--- src/rtl/rr_mux4_pkg.sv ---
// rr_mux4_pkg: constants shared by the 4-to-1 round-robin merger and the
// matching 1-to-4 demultiplexer that decodes its SEL tag.
//   NUM_CH        number of source channels
//   CH_W..CH_Z    SEL codes of channels W, X, Y, Z
//   idx_to_onehot converts a 2-bit channel index into a 4-bit one-hot mask
package rr_mux4_pkg;

    localparam int NUM_CH = 4;

    localparam logic [1:0] CH_W = 2'd0;
    localparam logic [1:0] CH_X = 2'd1;
    localparam logic [1:0] CH_Y = 2'd2;
    localparam logic [1:0] CH_Z = 2'd3;

    function automatic logic [NUM_CH-1:0] idx_to_onehot(input logic [1:0] idx);
        logic [NUM_CH-1:0] mask;
        case (idx)
            CH_W:    mask = 4'b0001;
            CH_X:    mask = 4'b0010;
            CH_Y:    mask = 4'b0100;
            CH_Z:    mask = 4'b1000;
            default: mask = 4'b0000;
        endcase
        return mask;
    endfunction

endpackage

--- src/rtl/rr_mux4_if.sv ---
// rr_mux4_if: bundle of the four source channels and the tagged output stream.
//   W, X, Y, Z   source data (channels 0..3)
//   in_valid     per-channel valid, bit i = channel i
//   in_ready     per-channel ready, one-hot or zero
//   A, SEL       output word and its source index
//   out_valid    output word present
//   out_ready    downstream accepts the word
// Modports: slave = merger side, master = sources/sink side.
interface rr_mux4_if #(parameter int WIDTH = 2);
    import rr_mux4_pkg::*;

    logic [WIDTH-1:0]  W;
    logic [WIDTH-1:0]  X;
    logic [WIDTH-1:0]  Y;
    logic [WIDTH-1:0]  Z;
    logic [NUM_CH-1:0] in_valid;
    logic [NUM_CH-1:0] in_ready;
    logic [WIDTH-1:0]  A;
    logic [1:0]        SEL;
    logic              out_valid;
    logic              out_ready;

    modport slave (
        input  W, X, Y, Z, in_valid, out_ready,
        output in_ready, A, SEL, out_valid
    );

    modport master (
        output W, X, Y, Z, in_valid, out_ready,
        input  in_ready, A, SEL, out_valid
    );

endinterface

--- src/rtl/rr_mux4_arbiter.sv ---
// rr_arbiter4: combinational round-robin picker over four requesters.
//   req[3:0]      request vector
//   last[1:0]     index granted most recently
//   gnt_idx[1:0]  first requester found searching from last+1 with wrap
//   gnt_any       at least one request present
module rr_arbiter4
    import rr_mux4_pkg::*;
(
    input  logic [NUM_CH-1:0] req,
    input  logic [1:0]        last,
    output logic [1:0]        gnt_idx,
    output logic              gnt_any
);

    logic [1:0] cand_s;

    // Scan offsets from farthest to nearest so the nearest requester after
    // 'last' is the one left standing; offset 4 wraps back to 'last' itself.
    always_comb begin
        gnt_idx = last;
        gnt_any = 1'b0;
        cand_s  = last;
        for (int k = NUM_CH; k >= 1; k--) begin
            cand_s = last + 2'(k);
            if (req[cand_s]) begin
                gnt_idx = cand_s;
                gnt_any = 1'b1;
            end else begin
                gnt_any = gnt_any;
            end
        end
    end

endmodule

--- src/rtl/rr_mux4.sv ---
// rr_mux4: merges four WIDTH-bit source channels onto one registered output
// stream A, tagging each word with SEL (source index) for a downstream
// demultiplexer. Round-robin arbitration, valid/ready on every channel,
// single-entry output stage giving one word per cycle when out_ready is high.
//   clk   clock, rising edge
//   rst   synchronous active-high reset
//   bus   rr_mux4_if slave: W/X/Y/Z, in_valid, in_ready, A, SEL,
//         out_valid, out_ready
module rr_mux4
    import rr_mux4_pkg::*;
#(
    parameter int WIDTH = 2
)
(
    input  logic      clk,
    input  logic      rst,
    rr_mux4_if.slave  bus
);

    logic [1:0]        last_grant_r;
    logic [WIDTH-1:0]  a_r;
    logic [1:0]        sel_r;
    logic              out_valid_r;

    logic [1:0]        gnt_idx_s;
    logic              gnt_any_s;
    logic              can_load_s;
    logic              xfer_s;
    logic [WIDTH-1:0]  mux_s;
    logic [NUM_CH-1:0] in_ready_s;

    rr_arbiter4 u_arb (
        .req     (bus.in_valid),
        .last    (last_grant_r),
        .gnt_idx (gnt_idx_s),
        .gnt_any (gnt_any_s)
    );

    // Output stage can take a word when empty or being drained this cycle;
    // ready never feeds back on itself, only on valid/out_ready/rst.
    always_comb begin
        can_load_s = ~out_valid_r | bus.out_ready;
        xfer_s     = can_load_s & gnt_any_s & ~rst;
    end

    // Ready goes only to the granted channel, and only when a transfer happens.
    always_comb begin
        if (xfer_s) begin
            in_ready_s = idx_to_onehot(gnt_idx_s);
        end else begin
            in_ready_s = {NUM_CH{1'b0}};
        end
    end

    // Data selection for the granted channel.
    always_comb begin
        case (gnt_idx_s)
            CH_W:    mux_s = bus.W;
            CH_X:    mux_s = bus.X;
            CH_Y:    mux_s = bus.Y;
            CH_Z:    mux_s = bus.Z;
            default: mux_s = {WIDTH{1'b0}};
        endcase
    end

    // Output register and arbitration pointer; reset discards any held word.
    always_ff @(posedge clk) begin
        if (rst) begin
            a_r          <= {WIDTH{1'b0}};
            sel_r        <= CH_W;
            out_valid_r  <= 1'b0;
            last_grant_r <= CH_Z;
        end else if (xfer_s) begin
            a_r          <= mux_s;
            sel_r        <= gnt_idx_s;
            out_valid_r  <= 1'b1;
            last_grant_r <= gnt_idx_s;
        end else if (bus.out_ready) begin
            out_valid_r  <= 1'b0;
        end else begin
            out_valid_r  <= out_valid_r;
        end
    end

    assign bus.in_ready  = in_ready_s;
    assign bus.A         = a_r;
    assign bus.SEL       = sel_r;
    assign bus.out_valid = out_valid_r;

endmodule
--- src/flat_wrapper.sv ---
// flat-port wrapper written by rule: the top's interface ports become plain ports
module rr_mux4_flat import rr_mux4_pkg::*;
#(
    parameter int WIDTH = 2
)
  (clk, rst, bus_W, bus_X, bus_Y, bus_Z, bus_in_valid, bus_out_ready, bus_in_ready, bus_A, bus_SEL, bus_out_valid);
  rr_mux4_if #(.WIDTH(WIDTH)) bus_i ();
  input  logic clk;
  input  logic rst;
  input wire logic [$bits(bus_i.W)-1:0] bus_W;
  input wire logic [$bits(bus_i.X)-1:0] bus_X;
  input wire logic [$bits(bus_i.Y)-1:0] bus_Y;
  input wire logic [$bits(bus_i.Z)-1:0] bus_Z;
  input wire logic [$bits(bus_i.in_valid)-1:0] bus_in_valid;
  input wire logic [$bits(bus_i.out_ready)-1:0] bus_out_ready;
  output wire logic [$bits(bus_i.in_ready)-1:0] bus_in_ready;
  output wire logic [$bits(bus_i.A)-1:0] bus_A;
  output wire logic [$bits(bus_i.SEL)-1:0] bus_SEL;
  output wire logic [$bits(bus_i.out_valid)-1:0] bus_out_valid;
  assign bus_i.W = bus_W;
  assign bus_i.X = bus_X;
  assign bus_i.Y = bus_Y;
  assign bus_i.Z = bus_Z;
  assign bus_i.in_valid = bus_in_valid;
  assign bus_i.out_ready = bus_out_ready;
  assign bus_in_ready = bus_i.in_ready;
  assign bus_A = bus_i.A;
  assign bus_SEL = bus_i.SEL;
  assign bus_out_valid = bus_i.out_valid;
  rr_mux4 #(.WIDTH(WIDTH)) u_core (.clk(clk), .rst(rst), .bus(bus_i));
endmodule
--- config.mk ---
export PLATFORM = sky130hd
export DESIGN_NAME = rr_mux4_flat
export DESIGN_NICKNAME = d
export VERILOG_FILES = /design/src/rtl/rr_mux4_pkg.sv /design/src/rtl/rr_mux4_if.sv /design/src/rtl/rr_mux4_arbiter.sv /design/src/rtl/rr_mux4.sv /design/src/flat_wrapper.sv
export SDC_FILE = /design/constraint.sdc
export NUM_CORES = 1
export LEC_CHECK = 0
export CAP_MARGIN = 10
export CORE_AREA = 2 2 39 41
export CTS_CLUSTER_DIAMETER = 200
export DETAILED_ROUTE_END_ITERATION = 6
export DIE_AREA = 0 0 41 43
export GPL_ROUTABILITY_DRIVEN = 0
export PLACE_DENSITY = 0.74
export SLEW_MARGIN = 10
export SYNTH_ARGS = -nofsm -noshare
export SYNTH_HDL_FRONTEND = slang
export SYNTH_SLANG_ARGS = --single-unit
--- constraint.sdc ---
create_clock -name clk -period 2.6 [get_ports clk]
set_input_delay 0.52 -clock clk [delete_from_list [all_inputs] [get_ports clk]]
set_output_delay 0.52 -clock clk [all_outputs]
set_load 0.02 [all_outputs]
==> metrics.md, run 1 <==
| Metric | Value |
|---|---|
| Status | `finished, final reports clean` |
| ANT nets after route | `0` |
| Pleak | `0.368 nW` |
| Vias in the first global route | `486` |
| Drt first-iter violations | `1` |
| Worst-path clk slew | `50 ps` |
| Overflow after GRT | `0` |
| Final setup viols | `0` |
| Row count | `14` |
| Setup slack after layout | `171 ps` |
| MaxCap Viol Count | `0` |
| Drt via density | `4.95` |
| Yosys warns | `0` |
| Cells after Synth | `58` |
| HP Class | `flip-flop to flip-flop` |
| Psw | `0.000155 W` |
| Register share of total power | `29.8%` |
| Largest net degree at the start of global routing | `9` |
| Clock power share | `21.1%` |
| Core footprint | `1380 µm²` |
| Mapped cell area | `493 µm²` |
| Final Max Slew Viols | `0` |
| # DRC | `0` |
| Die Height | `43 µm` |
| CP delay by family, top | `buffers and inverters` |
| Initial core utilization | `35.6%` |
| Post-Route WL | `1320 µm` |
| Maximum VDD drop | `0.439 mV` |
| Clock Tree Buf Depth | `2` |
| Achievable clock frequency | `0.412 GHz` |
| Syn Nets | `73` |
| Internal power | `0.000303 W` |
| Worst-margin pin slew | `336 ps` |
| Initial antenna violation count | `0` |
| Crit. End Element | `output pin` |
| Place WS | `-390 ps` |
| Worst Path Arrival | `1910 ps` |
| Sequential-to-total area share from yosys stat | `28.4%` |
| Die Wd | `41 µm` |
| Syn-to-layout area delta | `72.6%` |
| Crit path buffers/inverters | `3` |
| CP max FO | `8` |
| Distinct cells, synth | `27` |
| HPWL Detailed | `1090 µm` |
| RSZ-0062 raised after global routing | `no` |
| Comb power frac | `49.1%` |
| Final period util | `93.4%` |
| CTS Buf Count | `3` |
| Overall die area | `1760 µm²` |
| Worst Setup Path Type | `input port to output pin` |
| Clock latency on the worst-skew pair | `250 ps` |
| First-pass DRT Iterations | `4` |
| Final min period | `2430 ps` |
| H-tree depth | `1` |
| Num ports | `24` |
| Total Routing Usage GR | `17.8%` |
| Pwr/cell area | `537 nW/µm²` |
| Max_slew headroom | `77.4%` |
| # fillers | `142` |
| Share of layout cells above drive strength 1 | `27.7%` |
| Port bufs | `23` |
| DR WL/cell | `12.0 µm` |
| Endpoints failing hold | `0` |
| Crit-path cells | `clkdlybuf4s50_1, buf_4, nor3_4, o21ai_4, nor2_1, dlygate4sd2_1` |
| Switch share | `33.8%` |
| Layout net count | `110` |
| Max incr delay on CP | `420 ps` |
| Yosys reg bits | `7` |
| Tot Pwr | `0.000457 W` |
| First-pass GRT wire length | `2090 µm` |
| Mapped Avg Cell Area | `8.50 µm²` |
| Root buf cell | `clkbuf_4` |
| # clock sinks | `7` |
| Worst Path Required | `2080 ps` |
| Clock Skew | `3.89 ps` |
| Vias | `545` |
| Diode count | `0` |
| CP startpoint kind | `input port` |
| Slowest-stage cell, CP | `clkdlybuf4s50_1` |
| CTS tree | `yes` |
[cell type report]
type                            instances  area (µm²)  share of cell area (%)
Tap cell                               16        20.0                    2.35
Sequential cell                         7         140                    16.5
Timing Repair Buffer                   34         305                    35.9
Clock buffer                            4        26.3                    3.09
Inverter                                1        3.75                   0.441
Multi-Input combinational cell         48         355                    41.8
[power by group through the flow]
| stage | registers, W | logic, W | clock network (W) |
|---|---|---|---|
| after floorplan | 0.000149 | 0.000106 | 0 |
| after global placement | 0.000137 | 0.000223 | 0 |
| after detailed placement | 0.000138 | 0.000226 | 0 |
| after CTS | 0.000136 | 0.000228 | 0.000101 |
| after global routing | 0.000138 | 0.000243 | 0.000104 |
| final | 0.000136 | 0.000224 | 0.0000966 |
[synth_stat cells]
cell / n / area share [%]
nand3_1: 1 / 1.0
a31o_4: 1 / 3.6
nor2b_1: 4 / 5.1
clkbuf_2: 2 / 2.0
nor3_2: 1 / 2.0
nor2_1: 7 / 5.3
nand2_2: 1 / 1.3
and3_1: 1 / 1.3
or2_4: 1 / 1.8
a21boi_2: 1 / 2.3
o32ai_1: 2 / 3.6
nor3b_1: 2 / 3.0
a21oi_1: 4 / 4.1
nand2b_1: 4 / 5.1
a211oi_2: 1 / 2.5
o21ai_2: 1 / 1.8
o21ai_1: 1 / 1.0
dfxtp_1: 7 / 28
o31a_1: 1 / 1.8
nand3b_1: 1 / 1.5
or3_1: 3 / 3.8
a21o_1: 2 / 3.0
nor3_1: 4 / 4.1
nor4_2: 1 / 2.5
nor3_4: 1 / 3.3
inv_1: 1 / 0.76
mux2i_1: 2 / 4.1
[cell families (layout without fill, tap and decap cells)]
| logic type | after synthesis | after routing | synth area share [%] |
|---|---|---|---|
| flip-flops | 7 | 7 | 28.4 |
| AO/OA/AOI/OAI | 14 | 14 | 23.6 |
| multiplexers | 2 | 2 | 4.06 |
| AND/OR/NAND/NOR | 32 | 32 | 41.1 |
| buffers and inverters | 3 | 39 | 2.79 |
[through the flow]
stage | hold slack (ps) | TNS, ps | area [µm²] | instances | utilization, %
after floorplan | 520 | 0 | 493 | 58 | -
after global placement | 489 | -1310 | 816 | 106 | 59.0
after detailed placement | 496 | -1390 | 816 | 106 | 59.0
after CTS | 513 | 0 | 857 | 110 | 61.9
after global routing | 551 | 0 | 851 | 110 | 61.5
final | 509 | 0 | 851 | 110 | 61.5
[worst reg2reg max path: stages, from the launching register on]
cell and delay, ps:
dfxtp_1 430, nand2_2 90, a31o_4 250, buf_4 150
or3_1 310, mux2i_1 160, a21oi_1 90
[state kept, by name (all words and copies together) (netlist names)]
name,flops
u_core.last_grant_r,2
u_core.bus.A,2
u_core.bus.SEL,2
u_core.bus.out_valid,1
[path summary, 6_finish.rpt]
check | startpoint | endpoint | slack, ps | cells after the start
min | u_core.bus.SEL[0]$_SDFFE_PP0P_ | u_core.bus.SEL[0]$_SDFFE_PP0P_ | 510 | 2
max | rst | bus_in_ready[0] | 170 | 6
min reg2reg | u_core.bus.SEL[0]$_SDFFE_PP0P_ | u_core.bus.SEL[0]$_SDFFE_PP0P_ | 510 | 2
max reg2reg | u_core.last_grant_r[1]$_SDFFE_PP1P_ | u_core.bus.A[0]$_SDFFE_PP0P_ | 1010 | 6
[layer usage]
layer | up-vias | global-route usage, % | routed length [µm]
li1 | 285 | - | -
met1 | 243 | 23.6 | 570
met2 | 15 | 26.9 | 662
met3 | 2 | 3.14 | 63
met4 | 0 | 8.00 | 27
met5 | - | 0 | 0
[placed cells by master, fill, tap and decap left out, drive strengths merged, types with 2 or more instances in the layout]
| cell | instances |
|---|---|
| mux2i | 2 |
| clkdlybuf4s50 | 15 |
| or3 | 3 |
| clkbuf | 5 |
| dlymetal6s2s | 2 |
| nand2b | 4 |
| dfxtp | 7 |
| a21o | 2 |
| nor2 | 7 |
| dlygate4sd2 | 3 |
| nor3 | 6 |
| o32ai | 2 |
| nor3b | 2 |
| buf | 12 |
| a21oi | 4 |
| nor2b | 4 |
| o21ai | 2 |
[what timing repair did]
action,CTS,global route
setup buffers,0,0
setup endpoints to repair,4,4
hold buffers,0,0
gates resized for setup,15,4
gates cloned,0,0
No activity file was read; power rests on OpenSTA's default activity.
==> inputs of run 2 (changes only) <==
--- a/config.mk
+++ b/config.mk
@@ -5,13 +5,14 @@
 export SDC_FILE = /design/constraint.sdc
 export NUM_CORES = 1
 export LEC_CHECK = 0
+export ABC_AREA = 1
 export CAP_MARGIN = 10
-export CORE_AREA = 2 2 39 41
+export CORE_MARGIN = 2
+export CORE_UTILIZATION = 44
 export CTS_CLUSTER_DIAMETER = 200
 export DETAILED_ROUTE_END_ITERATION = 6
-export DIE_AREA = 0 0 41 43
 export GPL_ROUTABILITY_DRIVEN = 0
-export PLACE_DENSITY = 0.74
+export PLACE_DENSITY = 0.82
 export SLEW_MARGIN = 10
 export SYNTH_ARGS = -nofsm -noshare
 export SYNTH_HDL_FRONTEND = slang
==> run 2 against run 1 <==
- worst setup slack gained 53 ps
- final area rose by 13%
- hold slack worse by 45 ps
- clock-buffer cell count unchanged
- sequential share of layout area fell by 1.7 points
- final cell count increased by 45%
- critical path depth rose by 8
==> metrics.md, run 2 <==
| Metric | Value |
|---|---|
| Status | `finished, final reports clean` |
| Yosys warns | `0` |
| Largest net degree at the start of global routing | `10` |
| Final setup viols | `0` |
| Critical register-to-register path endpoint | `u_core.bus.A[1]$_SDFFE_PP0P_` |
| R2R Path Start | `u_core.last_grant_r[0]$_SDFFE_PP1P_` |
| Met3 GRT Util | `8.70%` |
| Critical Path End | `bus_in_ready[1]` |
| # DRC | `0` |
| Commonest cells after routing, fill and taps aside | `42 x nand2_1, 16 x inv_1, 15 x clkdlybuf4s50_1` |
| Share of layout cells above drive strength 1 | `29.2%` |
| Port bufs | `23` |
| Dpl cells | `154` |
| Synth top cells by count | `47 x nand2_1, 17 x inv_1, 7 x dfxtp_1` |
| Reg2Reg Depth | `14` |
| Post-Route WL | `1720 µm` |
| Synth top area cells | `nand2_1 30%, dfxtp_1 24%, inv_1 11%` |
| Pwr/cell area | `1140 nW/µm²` |
| HPWL Detailed | `1370 µm` |
| CP startpoint kind | `input port` |
| Setup TNS | `0 ps` |
| Yosys reg bits | `7` |
| MaxCap Viol Count | `0` |
| Final min period | `2380 ps` |
| Total Routing Usage GR | `23.7%` |
| Initial antenna violation count | `0` |
| Crit. End Element | `output pin` |
| Storage cell area | `141 µm²` |
| CTS Buf Count | `3` |
| H-tree depth | `1` |
| Fin cells | `159` |
| Grt met1 use | `21.5%` |
| CP max FO | `4` |
| Worst Path Required | `2080 ps` |
| Launch point of the worst path | `bus_in_valid[1]` |
| # fillers | `107` |
| Place WS | `-456 ps` |
| Max_slew headroom | `83.9%` |
| Tot Pwr | `0.00110 W` |
| Final period util | `91.4%` |
| Mapped cell area | `591 µm²` |
| Clock Skew | `4.26 ps` |
| Initial core utilization | `46.5%` |
| Most Crowded Layer GR | `met2` |
| Synth async-reset ratio | `0%` |
| First-pass GRT wire length | `2530 µm` |
| Die Wd | `40.6 µm` |
| ANT nets after route | `0` |
| Root buf cell | `clkbuf_4` |
| Syn-to-layout area delta | `62.5%` |
| Multi-input gate area | `377 µm²` |
| Pleak | `0.574 nW` |
| Most common cell in the netlist | `nand2_1` |
| WHS | `464 ps` |
| Vias | `741` |
| First-pass DRT Iterations | `4` |
| Sequential-to-total area share from yosys stat | `23.7%` |
| Worst Path Arrival | `1860 ps` |
| Main synth FF type | `dfxtp_1` |
| DR WL/cell | `10.8 µm` |
| Met2 global-route usage | `47.6%` |
| Distinct cells, synth | `16` |
| Final Max Slew Viols | `0` |
| Overflow after GRT | `0` |
| Worst Setup Path Type | `input port to output pin` |
| Drt first-iter violations | `9` |
| Syn Nets | `120` |
| Overall die area | `1650 µm²` |
| Post-synth top area cell | `nand2_1` |
| Worst-margin pin slew | `241 ps` |
| Die Height | `40.6 µm` |
| Row count | `13` |
| Min-delay src | `u_core.bus.SEL[1]$_SDFFE_PP0P_` |
| Achievable clock frequency | `0.421 GHz` |
| Core footprint | `1270 µm²` |
| HP Class | `flip-flop to flip-flop` |
| Hold-fix buffers, CTS | `0` |
| Endpoints failing hold | `0` |
| Setup slack after layout | `224 ps` |
| Reg2Reg Setup Slack | `930 ps` |
| RSZ-0062 raised after global routing | `no` |
| Worst-path clk slew | `60 ps` |
| Top cell type's share of synthesized area | `29.9%` |
| Clock latency on the worst-skew pair | `270 ps` |
| Cells after Synth | `105` |
| Drt via density | `4.66` |
| Clock Tree Buf Depth | `2` |
| CTS tree | `yes` |
| Mapped Avg Cell Area | `5.62 µm²` |
| Layout net count | `160` |
| # clock sinks | `7` |
| Diode count | `0` |
| Maximum VDD drop | `0.614 mV` |
| Num ports | `24` |
| Commonest non-fill, non-tap cell in the layout | `nand2_1` |
| EDFF count, synth | `0` |
| Vias in the first global route | `690` |
[run 2: cell types whose count changed after synthesis, sizes merged, moves of 3 or more]
cell,delta
nand2b,-4
nor3,-6
o21ai,+3
nand3,+5
inv,+19
or3,-3
nor2b,-4
nand2,+53
[run 2: power by group]
group	total (W)	switching, W	internal (W)	leakage (nW)
Combinational	0.000790	0.000438	0.000352	0.501
Clock	0.000109	0.0000497	0.0000592	0.0150
Sequential	0.000198	0.0000488	0.000149	0.0584
[run 2: how the worst min path moves through the flow]
stage	to	slack, ps	cells after the start
5_1_grt	u_core.bus.SEL[1]$_SDFFE_PP0P_	480	2
4_1_cts	u_core.bus.SEL[1]$_SDFFE_PP0P_	460	2
3_3_place_gp	u_core.bus.SEL[1]$_SDFFE_PP0P_	450	2
6_report	u_core.bus.SEL[1]$_SDFFE_PP0P_	460	2
2_1_floorplan	u_core.bus.SEL[1]$_SDFFE_PP0P_	540	2
3_5_place_dp	u_core.bus.SEL[1]$_SDFFE_PP0P_	450	2
[run 2: timing repair]
action	in CTS	in global routing
cloned	0	0
buffers inserted	0	1
gates resized for setup	14	15
pin swaps	0	3
hold endpoints to repair	0	0
setup endpoints to repair	4	4
[run 2: kinds of logic (layout without fill, tap and decap cells)]
logic type	count (synthesis)	count (layout)	synth area share, %
AOI/OAI and AO/OA	9	9	8.26
buffers and inverters	21	60	15.5
DFF	7	7	23.7
and+or+nand+nor	68	68	52.5
[run 2: critical path, cell delays in order]
cell and delay [ps]:
dlygate4sd2_1 260, inv_1 60, nand2_1 100, nand3_2 110, nand2_2 90, inv_1 50
nand2_2 60, nand2_1 60, nand2_2 90, nand2_4 70, inv_2 60, nand2_1 60
nor2_1 120, buf_4 150
[run 2: metal layers]
| metal | share of wire (%) | up-vias |
|---|---|---|
| li1 | - | 396 |
| met1 | 39 | 322 |
| met2 | 56 | 21 |
| met3 | 3.6 | 2 |
| met4 | 0.47 | 0 |
| met5 | 0 | - |
[run 2: through the flow]
stage	instance area (µm²)	util, %
3_3_place_gp	918	72.4
4_1_cts	942	74.3
6_report	960	75.6
2_1_floorplan	591	-
5_1_grt	960	75.6
3_5_place_dp	918	72.4
[run 2: final cells by class]
class | count | area share, %
inverters | 20 | 8.34
well taps | 15 | 1.96
repair buffers | 36 | 33.0
flip-flops and latches | 7 | 14.7
multi-input cells | 77 | 39.2
clock buffers | 4 | 2.74
==> inputs of run 3 (changes only) <==
--- a/config.mk
+++ b/config.mk
@@ -17,3 +17,4 @@
 export SYNTH_ARGS = -nofsm -noshare
 export SYNTH_HDL_FRONTEND = slang
 export SYNTH_SLANG_ARGS = --single-unit
+export TNS_END_PERCENT = 100
==> results of run 3 <==
Same layout as run 2: the final DEF is identical, and so are final timing and power.
